<file path="src/rtl/life_sequencer.sv">
// life_sequencer: run-control FSM pacing the 8x8 Game-of-Life grid flop, counting generations, detecting halts.
// Latency: a control pulse on cycle N takes effect on cycle N+1; RUN commits one generation every TICK_DIV cycles.
// Backpressure: none; control inputs are one-cycle pulses, and lower-priority pulses arriving in the same cycle are dropped.
module life_sequencer #(
  parameter int TICK_DIV  = 25_000_000,
  parameter int GEN_W     = 16,
  parameter int GEN_LIMIT = 0
) (
  input  logic             clk,
  input  logic             flopreset,
  input  logic             start,
  input  logic             pause,
  input  logic             step,
  input  logic             clear,
  input  logic [63:0]      grid_cur,
  input  logic [63:0]      grid_next,
  output logic             load_sel,
  output logic             grid_we,
  output logic             show_grid,
  output logic [GEN_W-1:0] gen_count,
  output logic [2:0]       state,
  output logic             extinct,
  output logic             stable,
  output logic             osc2
);

  localparam int              TICK_W    = $clog2(TICK_DIV);
  localparam logic [TICK_W-1:0] TICK_LAST = TICK_W'(TICK_DIV - 1);

  typedef enum logic [2:0] {
    S_IDLE  = 3'd0,
    S_LOAD  = 3'd1,
    S_RUN   = 3'd2,
    S_PAUSE = 3'd3,
    S_STEP  = 3'd4,
    S_HALT  = 3'd5
  } state_t;

  state_t            cur_st;
  state_t            nxt_st;
  logic [TICK_W-1:0] tick;
  logic [63:0]       prev;
  logic              prev_valid;
  logic              commit;
  logic              tick_run;
  logic              tick_end;
  logic [GEN_W:0]    gen_plus1;
  logic              hit_ext;
  logic              hit_stab;
  logic              hit_osc;
  logic              hit_lim;
  logic              halt_hit;

  assign tick_end  = (tick == TICK_LAST);
  assign gen_plus1 = {1'b0, gen_count} + (GEN_W+1)'(1);

  // Halt conditions evaluated against the generation about to be committed.
  assign hit_ext  = (grid_next == 64'd0);
  assign hit_stab = (grid_next == grid_cur);
  assign hit_osc  = prev_valid && (grid_next == prev);
  assign hit_lim  = (GEN_LIMIT != 0) && (gen_plus1 == (GEN_W+1)'(GEN_LIMIT));
  assign halt_hit = hit_ext || hit_stab || hit_osc || hit_lim;

  // State register.
  always_ff @(posedge clk) begin
    if (flopreset) cur_st <= S_IDLE;
    else           cur_st <= nxt_st;
  end

  // Next state and commit decision; clear > start > pause > step.
  always_comb begin
    nxt_st   = cur_st;
    commit   = 1'b0;
    tick_run = 1'b0;
    case (cur_st)
      S_IDLE: begin
        if (clear)      nxt_st = S_IDLE;
        else if (start) nxt_st = S_LOAD;
      end
      S_LOAD: begin
        nxt_st = clear ? S_IDLE : S_RUN;
      end
      S_RUN: begin
        if (clear)      nxt_st = S_IDLE;
        else if (start) nxt_st = S_LOAD;
        else if (pause) nxt_st = S_PAUSE;
        else begin
          tick_run = 1'b1;
          commit   = tick_end;
        end
      end
      S_PAUSE: begin
        if (clear)      nxt_st = S_IDLE;
        else if (start) nxt_st = S_LOAD;
        else if (pause) nxt_st = S_RUN;
        else if (step)  nxt_st = S_STEP;
      end
      S_STEP: begin
        if (clear)      nxt_st = S_IDLE;
        else if (start) nxt_st = S_LOAD;
        else begin
          commit = 1'b1;
          nxt_st = S_PAUSE;
        end
      end
      S_HALT: begin
        if (clear)      nxt_st = S_IDLE;
        else if (start) nxt_st = S_LOAD;
      end
      default: nxt_st = S_IDLE;
    endcase
    if (commit && halt_hit) nxt_st = S_HALT;
  end

  // Tick pacing, generation count, history and sticky halt flags.
  always_ff @(posedge clk) begin
    if (flopreset) begin
      tick       <= '0;
      gen_count  <= '0;
      prev       <= '0;
      prev_valid <= 1'b0;
      extinct    <= 1'b0;
      stable     <= 1'b0;
      osc2       <= 1'b0;
    end else if (clear || cur_st == S_LOAD) begin
      tick       <= '0;
      gen_count  <= '0;
      prev_valid <= 1'b0;
      extinct    <= 1'b0;
      stable     <= 1'b0;
      osc2       <= 1'b0;
    end else begin
      if (tick_run) tick <= tick_end ? '0 : tick + TICK_W'(1);
      if (commit) begin
        prev       <= grid_cur;
        prev_valid <= 1'b1;
        if (gen_count != {GEN_W{1'b1}}) gen_count <= gen_plus1[GEN_W-1:0];
        if (hit_ext)       extinct <= 1'b1;
        else if (hit_stab) stable  <= 1'b1;
        else if (hit_osc)  osc2    <= 1'b1;
      end
    end
  end

  // Outputs decoded from the registered state; a clear suppresses the LOAD write.
  always_comb begin
    grid_we   = !flopreset && (commit || (cur_st == S_LOAD && !clear));
    load_sel  = (cur_st == S_IDLE) || (cur_st == S_LOAD);
    show_grid = (cur_st != S_IDLE);
    state     = cur_st;
  end

endmodule

</file>
<file path="config.mk">
export PLATFORM = sky130hd
export DESIGN_NAME = life_sequencer
export DESIGN_NICKNAME = d
export VERILOG_FILES = /design/src/rtl/life_sequencer.sv
export SDC_FILE = /design/constraint.sdc
export NUM_CORES = 1
export LEC_CHECK = 0
export BUFFER_PORTS_ARGS = -buffer_cell sky130_fd_sc_hd__buf_2
export CORE_MARGIN = 2
export CORE_UTILIZATION = 55
export CTS_BUF_LIST = sky130_fd_sc_hd__clkbuf_4
export CTS_CLUSTER_DIAMETER = 60
export CTS_CLUSTER_SIZE = 25
export DETAILED_ROUTE_END_ITERATION = 12
export PLACE_DENSITY_LB_ADDON = 0.2
export SYNTH_ARGS = -nofsm -noshare
export SYNTH_HDL_FRONTEND = slang
export SYNTH_SLANG_ARGS = --single-unit
export TNS_END_PERCENT = 20
</file>
<file path="constraint.sdc">
create_clock -name clk -period 2.9 [get_ports clk]
set_clock_uncertainty 0.15 [all_clocks]
set_input_delay 0.145 -clock clk [delete_from_list [all_inputs] [get_ports clk]]
set_output_delay 0.145 -clock clk [all_outputs]
set_load 0.01 [all_outputs]
</file>
==> flow_summary.yaml <==
power_and_ir_drop:
  p_sw_w: 0.0007746
  pwr_density_cell_nw_per_um2: 345.1
  largest_voltage_drop_on_the_vdd_net_v: 0.0003835
  power.share.combinational_pct: 16.1
  seq_power_share_pct: 57.1
  static-leakage-power_nw: 3.011
  intPower_w: 0.001927
  power_switching_share_pct: 28.67
  power_frac_clock_pct: 26.9
floorplan:
  die_area_um2: 11870
  die_w_um: 109.0
  die_height_um: 109.0
  ioPinCount: 159
  core_area_um2: 10790
  placementRows: 38
  start_util_pct: 56.13
yosys:
  synth_area_um2: 6058
  yosys_register_bits: 112
  synth_top_cells_by_count: "sky130_fd_sc_hd__nand2_1, sky130_fd_sc_hd__xor2_1, sky130_fd_sc_hd__dfxtp_1"
  synth_nets: 902
  synth.most_common_cell: "sky130_fd_sc_hd__nand2_1"
  synth_enable_flop_cells: 0
  yosysSeqAreaShare_pct: 37.01
  ys.warnings.count: 0
  distinct_cells_synth: 48
  avgSynthCellArea_um2: 7.909
  synth.area.top_cells: "sky130_fd_sc_hd__dfxtp_1, sky130_fd_sc_hd__xor2_1, sky130_fd_sc_hd__nand2_1, sky130_fd_sc_hd__a21oi_1, sky130_fd_sc_hd__nor4_1"
  synthCells: 766
  asyncSetResetFlopFracSynth_pct: 0
  most_instantiated_flip_flop_cell_in_the_synthesis_netlist: "sky130_fd_sc_hd__dfxtp_1"
  synth_largest_area_cell: "sky130_fd_sc_hd__dfxtp_1"
  synth.top_cell.area_share_pct: 37.01
worst_hold_path:
  hold_path_class: "in2reg"
  worstHoldEndpoint: "osc2$_SDFFE_PP0P_"
  hold_depth: 4
  worst_hold_startpoint: "grid_next[18]"
global_route:
  grt_overflow_total: 0
  grt_start_max_net_pins: 69
  gr-usage-all-layers_pct: 33.68
  antenna_found_initial: 1
  grt_pass1_vias: 6154
  grt_pass1_wl_mm: 30.82
finish:
  area.sequential_um2: 2242
  n_antenna_cell: 0
  fillCellCount: 860
  multi_input_area_um2: 3643
  final_design_area_no_fill_um2: 7829
  post_route_cells_drive_above_1_share_pct: 19.27
  area_growth_pct: 29.22
  final_nets: 1122
worst_setup_path:
  cpPeakStageDelay_ns: 0.62
  timing.rr.end: "prev[44]$_SDFFE_PP0P_"
  crit_reg_reg_startpoint: "state[0]$_SDFFE_PP0P_"
  crit_type: "reg2reg"
  critical_path.top_delay_family: "simple AND/OR/NAND/NOR gates"
  cp_cell_sequence: "nor3_2 > buf_4 > and4_4 > nand4_4 > and2_2 > buf_4 > nand2_1 > a21oi_1"
  worst_ep_required_time_ns: 3.17
  critical_path.max_fanout: 64
  start_kind: "register"
  critical_path_arrival_ns: 2.98
  rr_worst_depth: 8
  crit_buf_inv: 2
  worst_path_max_delay_cell: "sky130_fd_sc_hd__buf_4"
  endpoint_kind: "register"
  rrSetupSlack_ns: 0.19
  critical-path-top-cell-by-count: "sky130_fd_sc_hd__buf_4"
sta:
  period_needed_ns: 2.708
  setup_total_negative_slack_ns: 0
  transition_at_the_pin_with_the_smallest_max_transition_slack_ns: 0.7253
  slew_headroom_pct: 51.65
  fmaxAchievable_mhz: 369.3
  finalHoldViolCount: 0
  post-route-period-util_pct: 93.37
  setup-violations-final: 0
  final-max-slew-violation-count: 0
  grt_setup_unrepaired: "no"
routing:
  route.vias.total: 6440
  drt_first_iter_violations: 696
  routed_wire_length_per_instance_um: 17.17
  detailedRoute.firstPassIterationCount: 6
  wirelength_mm: 19.42
  drt.antenna.violating_nets: 0
  drc: 0
  detail_route.vias_per_cell: 5.694
placement:
  port_buffers: 158
  gp_congestion: 0.9851
  post_dp_cell_area_um2: 6984
  dp.final_hpwl_mm: 13.96
clock_tree:
  cts_max_path_buffers: 2
  clk_transition_reported_paths_ns: 0.17
  clkSinkCount: 112
  insertion_delay_ns: 0.49
  post_cts_gate_resize_count: 0
  h-tree-depth: 3
  cts_tree: "yes"
  cts_inserted_buffers: 9
  ctsRootBufferMaster: "sky130_fd_sc_hd__clkbuf_4"
status:
  run_status: "complete, no violations"
run:
  max_cap_violations: 0
## cell families after synthesis
logic type               share of synthesized area (%)
AO/OA/AOI/OAI                                    10.84
XOR/XNOR                                         20.24
adder cells (fa/ha/maj)                         0.4130
buffers and inverters                            2.912
flip-flops                                       37.01
multiplexers                                    0.1652
AND/OR/NAND/NOR                                  28.42
## layer usage
| metal | vias up | track usage (%) | routed length (um) |
|---|---|---|---|
| met5 | - | 0 | 11 |
| met4 | 2 | 16.67 | 995 |
| met2 | 321 | 57.10 | 9516 |
| met3 | 79 | 8.010 | 1462 |
| li1 | 3088 | - | - |
| met1 | 2950 | 39.73 | 7428 |
## worst register-to-register path, delay by kind of cell (launching register included)
family / cells / cell delay [ns]
simple gates: 5 / 0.94
flops: 1 / 0.56
buf+inv: 2 / 0.79
compound gates: 1 / 0.20
## per-stage QoR
step	instances	total power, W	hold WS (ns)	worst slack [ns]	util, %
4_1_cts	1131	0.002701	0.08406	0.1714	72.54
3_3_place_gp	1043	0.001918	0.2596	0.4439	64.71
2_1_floorplan	766	0.001708	0.1355	0.5520	-
3_5_place_dp	1043	0.001921	0.2662	0.3664	64.71
6_report	1131	0.002702	0.1356	0.1922	72.54
5_1_grt	1131	0.002803	0.09652	0.009622	72.54
## registers in the layout, indices dropped and copies added (netlist names)
name	cells
tick	25
prev	64
prev_valid	1
stable	1
extinct	1
state	3
gen_count	16
osc2	1
## worst max path at each step
stage | from | to | slack [ns] | depth (start not counted)
CTS | state[0]$_SDFFE_PP0P_ | grid_we | 0.17 | 8
global route | state[0]$_SDFFE_PP0P_ | grid_we | 0.01 | 8
global placement | grid_cur[28] | stable$_SDFFE_PP0P_ | 0.44 | 8
finish | state[0]$_SDFFE_PP0P_ | prev[44]$_SDFFE_PP0P_ | 0.19 | 8
floorplan | state[1]$_SDFFE_PP0P_ | gen_count[11]$_SDFFE_PP0P_ | 0.55 | 7
detailed placement | state[0]$_SDFFE_PP0P_ | prev[19]$_SDFFE_PP0P_ | 0.37 | 8
## placed cells by master (no fill, tap or decap), types with 4 or more instances in the layout
master,n
sky130_fd_sc_hd__nand4_1,25
sky130_fd_sc_hd__xor2_1,117
sky130_fd_sc_hd__clkbuf_4,9
sky130_fd_sc_hd__and3_1,5
sky130_fd_sc_hd__nor2b_1,9
sky130_fd_sc_hd__nor4_1,47
sky130_fd_sc_hd__or4_1,5
sky130_fd_sc_hd__nor3_1,9
sky130_fd_sc_hd__xnor2_1,23
sky130_fd_sc_hd__buf_4,8
sky130_fd_sc_hd__nand2_1,151
sky130_fd_sc_hd__nor2_1,42
sky130_fd_sc_hd__or3_1,13
sky130_fd_sc_hd__dlygate4sd3_1,72
sky130_fd_sc_hd__a2111oi_0,4
sky130_fd_sc_hd__inv_1,14
sky130_fd_sc_hd__a21oi_1,81
sky130_fd_sc_hd__o22ai_1,6
sky130_fd_sc_hd__o21ai_0,13
sky130_fd_sc_hd__dfxtp_1,112
sky130_fd_sc_hd__buf_2,158
sky130_fd_sc_hd__nand2b_1,4
sky130_fd_sc_hd__nand3_1,21
## layout make-up
class	instances	area share [%]
Clock inverter	7	0.7192
Timing Repair Buffer	239	20.33
Inverter	14	0.6712
Tap cell	140	2.237
Sequential cell	112	28.64
Multi-Input combinational cell	610	46.54
Clock buffer	9	0.8630
## timing repair
action	in CTS	in global routing
buffers inserted	0	0
hold buffers	72	0
hold endpoints to repair	70	0
endpoints found under the setup margin	0	0
## power groups by stage
stage	Combinational (W)	Sequential (W)	Clock, W
2_1_floorplan	0.000134	0.00157	0
3_3_place_gp	0.000344	0.00157	0
3_5_place_dp	0.000347	0.00157	0
4_1_cts	0.000422	0.00154	0.000737
5_1_grt	0.000462	0.00154	0.000798
6_report	0.000434	0.00154	0.000726
(Power assumes the default switching activity.)
